File: config.mk
export PLATFORM = sky130hd
export DESIGN_NAME = mem_access_unit
export DESIGN_NICKNAME = d
export VERILOG_FILES = /design/src/rtl/mem_access_unit.sv
export SDC_FILE = /design/constraint.sdc
export NUM_CORES = 1
export LEC_CHECK = 0
export ABC_AREA = 1
export CORE_MARGIN = 8
export CORE_UTILIZATION = 35
export CTS_CLUSTER_DIAMETER = 40
export DETAILED_ROUTE_END_ITERATION = 8
export GPL_TIMING_DRIVEN = 0
export PLACE_DENSITY_LB_ADDON = 0.25
export SYNTH_ARGS = -nofsm -noshare
export SYNTH_HDL_FRONTEND = slang
export SYNTH_SLANG_ARGS = --single-unit
export TNS_END_PERCENT = 30
File: constraint.sdc
create_clock -name clk -period 2.2 [get_ports clk]
set_input_delay 0.33 -clock clk [delete_from_list [all_inputs] [get_ports clk]]
set_output_delay 0.33 -clock clk [all_outputs]
set_load 0.03 [all_outputs]
File: src/rtl/mem_access_unit.sv
// Load/store controller between the execute stage and a single-port BRAM data memory.
// Latency: store 2 cycles, load READ_LAT+2 cycles, misaligned/out-of-range error 1 cycle.
// Backpressure: one access in flight; req_ready low and stall high while in ACCESS/WAIT.
//
// Ports:
//   clk, rst                      clock, synchronous active-high reset
//   req_valid/write/addr/wdata    request from the execute stage (byte address)
//   req_ready, stall              accept strobe / upstream freeze, decoded from state
//   resp_valid/rdata, err_*       registered one-cycle completion with load data and error flags
//   mem_en/we/addr/wdata, rdata   BRAM port; enable and write-enable are one-cycle pulses
module mem_access_unit #(
  parameter int          ADDR_W    = 10,
  parameter int          DATA_W    = 32,
  parameter int          READ_LAT  = 1,
  parameter logic [31:0] BASE_ADDR = 32'h0000_0000
) (
  input  logic              clk,
  input  logic              rst,
  input  logic              req_valid,
  input  logic              req_write,
  input  logic [31:0]       req_addr,
  input  logic [DATA_W-1:0] req_wdata,
  output logic              req_ready,
  output logic              stall,
  output logic              resp_valid,
  output logic [DATA_W-1:0] resp_rdata,
  output logic              err_misaligned,
  output logic              err_range,
  output logic              mem_en,
  output logic              mem_we,
  output logic [ADDR_W-1:0] mem_addr,
  output logic [DATA_W-1:0] mem_wdata,
  input  logic [DATA_W-1:0] mem_rdata
);

  typedef enum logic [1:0] {
    IDLE   = 2'd0,
    ACCESS = 2'd1,
    WAIT   = 2'd2,
    RESP   = 2'd3
  } state_t;

  state_t      state, state_nxt;
  logic        is_write;   // kind of the access currently in flight
  logic [1:0]  cnt;        // remaining WAIT cycles minus one
  logic        accept;
  logic        bad_align;
  logic        bad_range;

  always_comb begin
    req_ready = 1'b0;
    stall     = 1'b0;
    accept    = 1'b0;
    bad_align = |req_addr[1:0];
    bad_range = (req_addr[31:ADDR_W+2] != BASE_ADDR[31:ADDR_W+2]);
    state_nxt = state;

    case (state)
      IDLE, RESP: begin
        req_ready = 1'b1;
        accept    = req_valid;
        if (req_valid) begin
          // Faulty requests skip the memory and answer straight from RESP.
          state_nxt = (bad_align || bad_range) ? RESP : ACCESS;
        end else begin
          state_nxt = IDLE;
        end
      end
      ACCESS: begin
        stall     = 1'b1;
        state_nxt = is_write ? RESP : WAIT;
      end
      WAIT: begin
        stall = 1'b1;
        if (cnt == 2'd0) begin
          state_nxt = RESP;
        end
      end
      default: state_nxt = IDLE;
    endcase
  end

  always_ff @(posedge clk) begin
    if (rst) begin
      state <= IDLE;
    end else begin
      state <= state_nxt;
    end
  end

  always_ff @(posedge clk) begin
    if (rst) begin
      is_write       <= 1'b0;
      cnt            <= 2'd0;
      resp_valid     <= 1'b0;
      resp_rdata     <= '0;
      err_misaligned <= 1'b0;
      err_range      <= 1'b0;
      mem_en         <= 1'b0;
      mem_we         <= 1'b0;
      mem_addr       <= '0;
      mem_wdata      <= '0;
    end else begin
      // Strobes are single-cycle pulses unless re-asserted below.
      mem_en         <= 1'b0;
      mem_we         <= 1'b0;
      resp_valid     <= 1'b0;
      err_misaligned <= 1'b0;
      err_range      <= 1'b0;

      if (accept) begin
        if (bad_align || bad_range) begin
          resp_valid     <= 1'b1;
          err_misaligned <= bad_align;
          err_range      <= bad_range;
          resp_rdata     <= '0;
        end else begin
          mem_en    <= 1'b1;
          mem_we    <= req_write;
          mem_addr  <= req_addr[ADDR_W+1:2];
          mem_wdata <= req_wdata;
          is_write  <= req_write;
        end
      end

      case (state)
        ACCESS: begin
          if (is_write) begin
            resp_valid <= 1'b1;
          end else begin
            cnt <= 2'(READ_LAT - 1);
          end
        end
        WAIT: begin
          // Last WAIT cycle is exactly when the BRAM output becomes valid.
          if (cnt == 2'd0) begin
            resp_rdata <= mem_rdata;
            resp_valid <= 1'b1;
          end else begin
            cnt <= cnt - 2'd1;
          end
        end
        default: ;
      endcase
    end
  end

endmodule
== Word level (Yosys, flattened, before mapping) ==
Cells that the tools add are included.

* Flip-flop bits (word level): 84
* Output and inout port bits: 81
* Word-level logic and storage cells: 54

* $add $sub $neg: 1
* Eq/ne operators: 6
* Muxes and demuxes: 21
* Bitwise operators: 2
* Reduce and logical (&&, ||, !) cells: 13

{| class="wikitable"
|+ Operator list
! kind !! number
|-
| $mux 32 || 4
|-
| $reduce_bool 20->1 || 1
|-
| $mux 2 || 5
|-
| $mux 1 || 9
|-
| $reduce_or 2->1 || 4
|-
| $ne 2x2->1 const B || 3
|-
| $pmux 2 s3 || 1
|-
| $reduce_or 3->1 || 2
|-
| $eq 2x2->1 const B || 2
|-
| $logic_not 2->1 || 2
|-
| $pmux 2 s2 || 1
|-
| $reduce_and 3->1 || 1
|-
| $eq 2x1->1 const B || 1
|-
| $not 1->1 || 2
|-
| $pmux 1 s2 || 1
|-
| $reduce_and 2->1 || 1
|-
| $reduce_bool 2->1 || 1
|-
| $sub 2x1->2 const B || 1
|-
| $logic_or 1x1->1 || 1
|}

== Longest topological paths before layout ==
Gate-level depths: netlist of run 1.

* Word-level depth: 6
* Gate-level depth with buffers: 9
* Mapped depth without buffers: 9

== Worst setup path after synthesis of run 1 ==
OpenSTA, ideal clock, no wires.

* Kind: reg2reg
* Start: register state[0]
* End: register mem_wdata[18]
* Arrival time: 1686 ps
* Setup slack: 401 ps
* Cell stages (with the launch flop): 9
* Path through: dfxtp_1 -> inv_1 -> ha_1 -> nand2_1 -> inv_2 -> clkbuf_1 -> nand4_1 -> nand2_1 -> nor2_1

* Cells in the longest elaborated chain, start to end: 4
* Elaborated cells between the ends (all ways): 5
* Classes of those cells: eq/ne (1); mux (1); reduce/logical (3)

{| class="wikitable"
|+ RTL lines
! what !! line !! RTL
|-
| start, declared || 43 || <nowiki>state_t state, state_nxt;</nowiki>
|-
| start signal, assigned || 87 || <nowiki>state <= state_nxt;</nowiki>
|-
| $eq 2x2->1 or $logic_not 2->1 (tied branches) || 58 || <nowiki>case (state)</nowiki>
|-
| $reduce_or 2->1 * || 58 ||
|-
| $mux 1 * || 58 ||
|-
| $reduce_and 2->1 (no source line) * || - ||
|-
| end signal, assigned || 121 || <nowiki>mem_wdata <= req_wdata;</nowiki>
|-
| end, declared || 32 || <nowiki>output logic [DATA_W-1:0] mem_wdata,</nowiki>
|}

Every way passes the cells marked *; elsewhere a longest branch is shown, timed or not.
A chain may end at the register's enable or synchronous reset.

== Final worst setup path of run 1 ==
* Start: register state[0]
* End: output port stall

* Cells in the longest elaborated chain, start to end: 3
* Elaborated cells between the ends (all ways): 4
* Classes of those cells: eq/ne (2); mux (1); reduce/logical (1)

{| class="wikitable"
|+ RTL lines
! what !! line !! RTL
|-
| $eq 2x2->1 or $eq 2x1->1 (tied branches) || 58 ||
|-
| $reduce_or 2->1 (no source line) * || - ||
|-
| $mux 1 * || 58 ||
|-
| end, declared || 24 || <nowiki>output logic stall,</nowiki>
|}

Marks and branches as above.

==> results.py, run 1 <==
metrics = {
    "setup_path": {
        "crit_required_ps": 1870,
        "reg2reg_depth": 8,
        "r2r-start": "state[0]$_SDFFE_PP0P_",
        "r2r_setup_slack_ps": 300,
        "endpoint": "stall",
        "critPathArrivalTime_ps": 1670,
        "rr_endpoint": "mem_wdata[10]$_SDFFE_PP0P_",
        "cp-start-kind": "register",
        "crit_type": "reg -> out",
        "worstSetupEndpointType": "primary output",
        "startpoint": "state[0]$_SDFFE_PP0P_",
        "crit_path_max_fanout": 5,
    },
    "run": {
        "cap_violations": 0,
    },
    "grt": {
        "grt.overflow.total": 0,
        "grt_antenna_before_repair": 0,
        "track_usage_pct": 16.48,
        "grt_start_max_net_pins": 15,
        "grt_pass1_wl_um": 17890,
        "grt_pass1_vias": 3634,
    },
    "die": {
        "die_w_um": 117.0,
        "die_area_um2": 13690,
        "die_h_um": 117.0,
        "num_io_pins": 181,
        "start_util_pct": 35.38,
        "num_rows": 37,
        "coreArea_um2": 10090,
    },
    "power_and_ir_drop": {
        "irDropWorstVdd_mv": 0.7527,
        "p_clk_share_pct": 21.2,
        "pwr-share-seq_pct": 36.3,
        "power_frac_comb_pct": 42.5,
        "p_leak_uw": 0.002335,
        "switchingPower_uw": 2085,
        "switching_share_pct": 39.34,
        "intPower_uw": 3215,
        "p_per_area_nw_per_um2": 922.7,
    },
    "drt": {
        "vias": 3800,
        "drc": 0,
        "wl_per_cell_um": 13.94,
        "viasPerCell": 4.623,
        "ant_nets": 0,
        "first_pass_iters": 4,
        "drt_wl_total_um": 11460,
        "drt_iter0_drc": 230,
    },
    "logic_synthesis": {
        "seq_area_frac_synth_pct": 47.09,
        "yosysUniqueCellTypes": 25,
        "synth_cells": 491,
        "synthesis.area_um2": 3571,
        "ys_ff_latch": 84,
        "synth_fp_nets": 594,
        "yosys_warnings": 0,
        "synth_area_per_cell_um2": 7.273,
    },
    "clock_tree": {
        "clk_path_buf_depth": 2,
        "clockRootBuffer": "clkbuf_8",
        "cts_num_sinks": 84,
        "clock_latency_ps": 350,
        "cts_setup_buffers": 0,
        "cts_buffers": 9,
        "htree_levels": 3,
        "hold_buffers": 0,
        "cts_tree": "built",
        "path_clk_slew_ps": 90,
    },
    "finish": {
        "syn2layout_area_growth_pct": 60.86,
        "nets": 785,
        "fin_util_pct": 56.92,
        "final_common_cell": "clkdlybuf4s50_1",
        "diodes": 0,
        "drive_gt1_share_pct": 5.685,
        "num-fill-cells": 999,
        "regArea_um2": 1682,
        "layout_common_cells": "178 x clkdlybuf4s50_1, 94 x nor2_1, 87 x nand2_1",
        "multi_input_area_um2": 1484,
    },
    "timing": {
        "drv_slew": 0,
        "final.setup.tns_ps": 0,
        "slew_headroom_pct": 68.86,
        "fin_crit_sh_pct": 90.74,
        "fmax_mhz": 500.9,
        "tightest_slew_ps": 467.1,
        "min_period_ps": 1996,
        "rsz0062_at_grt": "false",
        "fin_worst_skew_ps": 12.10,
        "finalSetupViolCount": 0,
        "hold_viol": 0,
    },
    "run_status": {
        "outcome": "completed",
    },
    "placement": {
        "gp_congestion": 0.7650,
        "dpl.hpwl_um": 9036,
        "portBuffers": 180,
    },
    "worst_hold_path": {
        "hold_class": "reg -> reg",
    },
}
-- cells by family after synthesis --
| logic type | share of synthesized area, % |
|---|---|
| simple gates | 29.68 |
| buf+inv | 11.35 |
| flops | 47.09 |
| compound gates | 10.83 |
| fa+ha+maj | 1.051 |
-- how the worst min path moves through the flow --
stage                     slack (ps)                         to                       from  depth (start not counted)
after floorplan                  400      resp_valid$_SDFF_PP0_                        rst                          1
after global placement           440  resp_rdata[18]$_SDFF_PP0_  resp_rdata[18]$_SDFF_PP0_                          2
after detailed placement         450  resp_rdata[19]$_SDFF_PP0_  resp_rdata[19]$_SDFF_PP0_                          2
after CTS                        460  resp_rdata[12]$_SDFF_PP0_  resp_rdata[12]$_SDFF_PP0_                          2
after global routing             470  resp_rdata[19]$_SDFF_PP0_  resp_rdata[19]$_SDFF_PP0_                          2
final                            460  resp_rdata[16]$_SDFF_PP0_  resp_rdata[16]$_SDFF_PP0_                          2
-- worst max-delay path: stages (launching register included) --
cell and delay [ps]:
dfxtp_1 360, inv_1 50, ha_1 340, inv_1 120, dlygate4sd2_1 450
-- stage by stage --
| step | total power (µW) | setup WS (ps) | hold slack (ps) | std cells | instance area (µm²) |
|---|---|---|---|---|---|
| global route | 5608 | 139.2 | 474.1 | 822 | 5744 |
| global placement | 4190 | 183.8 | 444.7 | 807 | 5543 |
| CTS | 5356 | 17.67 | 463.6 | 822 | 5742 |
| detailed placement | 4225 | 152.2 | 452.1 | 807 | 5543 |
| floorplan | 3254 | 400.9 | 399.1 | 491 | 3571 |
| finish | 5300 | 203.7 | 460.2 | 822 | 5744 |
-- power by group through the flow --
stage	Sequential [µW]	Combinational [µW]	Clock (µW)
floorplan	2410	842	0
global placement	1940	2250	0
detailed placement	1960	2270	0
CTS	1930	2270	1160
global route	1950	2440	1220
finish	1930	2250	1120
-- repair_timing --
action / 4_1_cts / 5_1_grt
gates resized for setup: 1 / 1
setup endpoints to repair: 1 / 1
pin swaps: 0 / 0
cloned: 0 / 0
-- synth_stat cells (all sizes together) --
master | instances | area (µm²)
nor2 | 100 | 405.4
nand2 | 88 | 332.8
dfxtp | 84 | 1682
inv | 58 | 217.7
nand4 | 44 | 290.3
a21oi | 35 | 175.2
o21ai | 35 | 175.2
buf | 18 | 127.6
clkbuf | 16 | 60.06
ha | 3 | 37.54
nand3 | 3 | 20.02
a211oi | 2 | 15.01
o211ai | 2 | 15.01
a31oi | 1 | 6.260
and2 | 1 | 6.260
nor3 | 1 | 5.000
-- area by class of cell --
class	instances	area share, %
Timing Repair Buffer	180	31.39
Sequential cell	84	29.27
Multi-Input combinational cell	315	25.83
Inverter	58	3.790
Buffer	34	3.267
Tap cell	136	2.962
Clock buffer	10	2.396
Clock inverter	5	1.089
-- per-layer routing --
layer	wire, µm	global-route usage (%)
met4	123	5.461
met2	5368	27.19
met3	1170	6.567
met5	0	0
met1	4794	19.09
-- state kept, by name, summed over array words and instances, names as in the netlist, 2 cells and up --
signal / count
cnt: 2
mem_addr: 10
mem_wdata: 32
resp_rdata: 32
state: 2
No activity file was read; power rests on OpenSTA's default activity.
==> run 2, diff against run 1 <==
--- a/config.mk
+++ b/config.mk
@@ -7,8 +7,9 @@
 export LEC_CHECK = 0
 export ABC_AREA = 1
 export CORE_MARGIN = 8
-export CORE_UTILIZATION = 35
+export CORE_UTILIZATION = 40
 export CTS_CLUSTER_DIAMETER = 40
+export CTS_CLUSTER_SIZE = 8
 export DETAILED_ROUTE_END_ITERATION = 8
 export GPL_TIMING_DRIVEN = 0
 export PLACE_DENSITY_LB_ADDON = 0.25
==> results.py, run 2 (synthesis results as in run 1) <==
metrics = {
    "grt": {
        "grt_pass1_vias": 3750,
        "grt.overflow.total": 0,
        "grt_pass1_wl_um": 18330,
        "grt_antenna_before_repair": 0,
        "grt_start_max_net_pins": 15,
        "track_usage_pct": 18.09,
    },
    "clock_tree": {
        "clock_latency_ps": 350,
        "cts_resized": 1,
        "path_clk_slew_ps": 90,
        "cts_num_sinks": 84,
        "cts_buffers": 9,
        "hold_buffers": 0,
        "clk_path_buf_depth": 2,
        "htree_levels": 3,
        "clockRootBuffer": "clkbuf_8",
        "cts_setup_buffers": 0,
        "cts_tree": "built",
    },
    "setup_path": {
        "critPathMaxStageDelay_ps": 430,
        "crit_chain": "inv_1, ha_1, inv_1, dlygate4sd2_1",
        "crit_type": "reg -> out",
        "startpoint": "state[0]$_SDFFE_PP0P_",
        "crit_family": "buffers and inverters",
        "cp_slowest_cell": "dlygate4sd2_1",
        "r2r_setup_slack_ps": 330,
        "r2r-start": "state[0]$_SDFFE_PP0P_",
        "cp-start-kind": "register",
        "critPathArrivalTime_ps": 1650,
        "worstSetupEndpointType": "primary output",
        "crit_path_max_fanout": 5,
        "crit_required_ps": 1870,
        "crit_buf_inv": 3,
        "path_common_cell": "inv_1",
    },
    "timing": {
        "hold_viol": 0,
        "tightest_slew_ps": 437.6,
        "fmax_mhz": 505.5,
        "drv_slew": 0,
        "slew_headroom_pct": 70.83,
        "fin_crit_sh_pct": 89.92,
        "rsz0062_at_grt": "false",
        "min_period_ps": 1978,
        "fin_worst_skew_ps": 8.077,
        "final.setup.tns_ps": 0,
        "finalSetupViolCount": 0,
    },
    "drt": {
        "first_pass_iters": 4,
        "drc": 0,
        "drt_wl_total_um": 11530,
        "vias": 3771,
        "ant_nets": 0,
        "wl_per_cell_um": 14.51,
        "drt_iter0_drc": 134,
        "viasPerCell": 4.743,
    },
    "finish": {
        "drive_gt1_share_pct": 5.677,
        "syn2layout_area_growth_pct": 60.62,
        "reg_top3": "mem_wdata (32), resp_rdata (32), mem_addr (10)",
        "nets": 785,
        "diodes": 0,
        "finalNonFillerCells": 795,
        "final_common_cell": "clkdlybuf4s50_1",
        "layout_common_cells": "178 x clkdlybuf4s50_1, 94 x nor2_1, 87 x nand2_1",
    },
    "run": {
        "cap_violations": 0,
    },
    "placement": {
        "gp_congestion": 0.7782,
        "dp.cells": 779,
        "portBuffers": 180,
        "dpl.hpwl_um": 9222,
    },
    "die": {
        "num_rows": 34,
        "die_area_um2": 12210,
        "num_io_pins": 181,
        "start_util_pct": 41.15,
        "coreArea_um2": 8678,
        "die_h_um": 110.5,
        "die_w_um": 110.5,
    },
    "power_and_ir_drop": {
        "p_per_area_nw_per_um2": 943.0,
        "irDropWorstVdd_mv": 0.7432,
        "p_leak_uw": 0.002350,
        "finalPower_uw": 5408,
    },
    "run_status": {
        "outcome": "completed",
    },
    "worst_hold_path": {
        "hold_class": "reg -> reg",
        "min_from": "resp_rdata[16]$_SDFF_PP0_",
    },
}
[run 2: power breakdown]
part | switching (µW) | internal [µW] | leakage [µW]
Sequential | 131 | 1790 | 0.000683
Combinational | 1370 | 873 | 0.00156
Clock | 570 | 675 | 0.000110
Total | 2070 | 3340 | 0.00235
[run 2: worst paths after layout]
kind | depth (start not counted) | to
worst min register to register | 2 | resp_rdata[16]$_SDFF_PP0_
worst min-delay path | 2 | resp_rdata[16]$_SDFF_PP0_
worst max-delay path | 4 | stall
worst max register to register | 8 | mem_wdata[26]$_SDFFE_PP0P_
[run 2: per-stage QoR]
stage | instance area [µm²] | hold WS [ps] | utilization [%] | setup slack (ps)
after floorplan | 3571 | 399.1 | - | 400.9
after global placement | 5508 | 445.1 | 63.47 | 213.5
after detailed placement | 5508 | 452.0 | 63.47 | 164.2
after CTS | 5733 | 461.7 | 66.06 | 2.099
after global routing | 5736 | 480.0 | 66.09 | 116.6
final | 5736 | 460.4 | 66.09 | 221.9
[run 2: tightest hold or removal path, cell delays in order (launching register included)]
cell and delay [ps]:
dfxtp_1 320, nand2_1 60, a21oi_1 50
[run 2: routing by layer]
layer  vias up  share of wire [%]  global-route usage [%]
met1      1664                 42                   19.72
met5         -                  0                       0
met2       140                 47                   30.56
met4         0                1.5                   6.396
li1       1951                  -                       -
met3        16                9.3                   7.738
[run 2: final cells by class]
class / count / area, µm²
plain buffers: 34 / 187.7
clock buffers: 11 / 141.4
repair buffers: 180 / 1803
well taps: 108 / 135.1
flip-flops and latches: 84 / 1682
fillers: 768 / 2943
inverters: 58 / 217.7
clock inverters: 5 / 85.08
multi-input cells: 315 / 1484
==> run 3, diff against run 2 <==
--- a/config.mk
+++ b/config.mk
@@ -12,7 +12,7 @@
 export CTS_CLUSTER_SIZE = 8
 export DETAILED_ROUTE_END_ITERATION = 8
 export GPL_TIMING_DRIVEN = 0
-export PLACE_DENSITY_LB_ADDON = 0.25
+export PLACE_DENSITY = 0.8
 export SYNTH_ARGS = -nofsm -noshare
 export SYNTH_HDL_FRONTEND = slang
 export SYNTH_SLANG_ARGS = --single-unit
==> results.py, run 3 (synthesis results as in run 1) <==
metrics = {
    "drt": {
        "viasPerCell": 4.882,
        "ant_nets": 0,
        "maxUsedRoutingLayer": "met4",
        "vias": 3881,
        "drt_iter0_drc": 177,
        "wl_met2_um": 5656,
        "drt_wl_total_um": 11960,
        "first_pass_iters": 5,
        "drc": 0,
        "wl_per_cell_um": 15.04,
        "drt-met1-wl_um": 4961,
        "met3WireLength_um": 1208,
    },
    "die": {
        "die_area_um2": 12210,
        "num_rows": 34,
        "num_io_pins": 181,
        "die_h_um": 110.5,
        "die_w_um": 110.5,
        "coreArea_um2": 8678,
        "start_util_pct": 41.15,
    },
    "clock_tree": {
        "clock_latency_ps": 350,
        "clk_path_buf_depth": 2,
        "cts_setup_buffers": 0,
        "path_clk_slew_ps": 90,
        "cts_tree": "built",
        "clockRootBuffer": "clkbuf_8",
        "cts_buffers": 9,
        "htree_levels": 3,
        "cts_num_sinks": 84,
    },
    "grt": {
        "track_usage_pct": 18.83,
        "grt.overflow.total": 0,
        "grt_pass1_vias": 3972,
        "grt_start_max_net_pins": 16,
        "grt_antenna_before_repair": 0,
        "grt_pass1_wl_um": 19280,
    },
    "timing": {
        "finalSetupViolCount": 0,
        "fmax_mhz": 496.9,
        "layout_setup_ws_ps": 187.6,
        "hold_viol": 0,
        "drv_slew": 0,
        "slew_headroom_pct": 68.75,
        "min_period_ps": 2012,
        "fin_worst_skew_ps": 6.887,
        "final.setup.tns_ps": 0,
        "rsz0062_at_grt": "false",
        "fin_crit_sh_pct": 91.47,
        "tightest_slew_ps": 468.8,
    },
    "setup_path": {
        "critPathArrivalTime_ps": 1680,
        "cp-start-kind": "register",
        "crit_path_max_fanout": 5,
        "crit_required_ps": 1870,
        "endpoint": "stall",
        "worstSetupEndpointType": "primary output",
        "reg2reg_depth": 8,
        "r2r-start": "state[0]$_SDFFE_PP0P_",
        "r2r_setup_slack_ps": 280,
        "startpoint": "state[0]$_SDFFE_PP0P_",
        "crit_type": "reg -> out",
        "rr_endpoint": "mem_wdata[7]$_SDFFE_PP0P_",
    },
    "finish": {
        "reg_top3": "mem_wdata (32), resp_rdata (32), mem_addr (10)",
        "nets": 785,
        "diodes": 0,
        "layout_common_cells": "178 x clkdlybuf4s50_1, 94 x nor2_1, 87 x nand2_1",
        "final_common_cell": "clkdlybuf4s50_1",
        "syn2layout_area_growth_pct": 59.74,
        "finalInstanceArea_um2": 5704,
        "drive_gt1_share_pct": 5.822,
    },
    "placement": {
        "placedInstanceArea_um2": 5508,
        "dpl.hpwl_um": 9347,
        "gp_congestion": 0.8186,
        "dp_slack_ps": 132.5,
        "portBuffers": 180,
    },
    "power_and_ir_drop": {
        "p_leak_uw": 0.002326,
        "p_per_area_nw_per_um2": 929.8,
        "irDropWorstVdd_mv": 0.8171,
    },
    "worst_hold_path": {
        "hold_class": "reg -> reg",
        "hold_depth": 2,
    },
    "run_status": {
        "outcome": "completed",
    },
    "run": {
        "cap_violations": 0,
    },
}
## run 3: stage by stage
stage,power (µW),cells,hold slack [ps],utilization [%]
3_5_place_dp,4231,779,452.5,63.47
6_report,5304,795,463.5,65.73
3_3_place_gp,4173,779,445.9,63.47
5_1_grt,5616,795,482.6,65.73
2_1_floorplan,3254,491,399.1,-
4_1_cts,5354,795,464.3,65.73
## run 3: critical path, stage by stage (launching register included)
cell and delay [ps]:
dfxtp_1 370, inv_1 60, ha_1 360, inv_1 120
dlygate4sd2_1 430
## run 3: final cells by class
cell class | instances | area (µm²)
plain buffers | 34 | 187.7
clock buffers | 9 | 123.9
repair buffers | 180 | 1799
multi-input cells | 315 | 1484
flip-flops and latches | 84 | 1682
clock inverters | 7 | 75.07
fillers | 766 | 2974
well taps | 108 | 135.1
inverters | 58 | 217.7
## run 3: power breakdown
group / leakage, µW / switching [µW] / internal [µW]
logic: 0.00155 / 1400 / 867
registers: 0.000683 / 138 / 1790
clock network: 0.0000923 / 582 / 530
## run 3: metal layers
layer	global-route usage, %	vias up
li1	-	1947
met1	20.78	1769
met2	31.68	151
met3	8.766	14
met4	5.135	0
met5	0	-
## run 3: timing repair
item | CTS | global route
resized for setup | 2 | 0
endpoints found under the setup margin | 2 | 0
hold buffers | 0 | 0
## run 3: worst min path at each step
stage | startpoint | end | slack, ps
after floorplan | rst | resp_valid$_SDFF_PP0_ | 400
after global placement | resp_rdata[0]$_SDFF_PP0_ | resp_rdata[0]$_SDFF_PP0_ | 450
after detailed placement | resp_rdata[14]$_SDFF_PP0_ | resp_rdata[14]$_SDFF_PP0_ | 450
after CTS | resp_rdata[6]$_SDFF_PP0_ | resp_rdata[6]$_SDFF_PP0_ | 460
after global routing | resp_rdata[18]$_SDFF_PP0_ | resp_rdata[18]$_SDFF_PP0_ | 480
final | resp_rdata[6]$_SDFF_PP0_ | resp_rdata[6]$_SDFF_PP0_ | 460
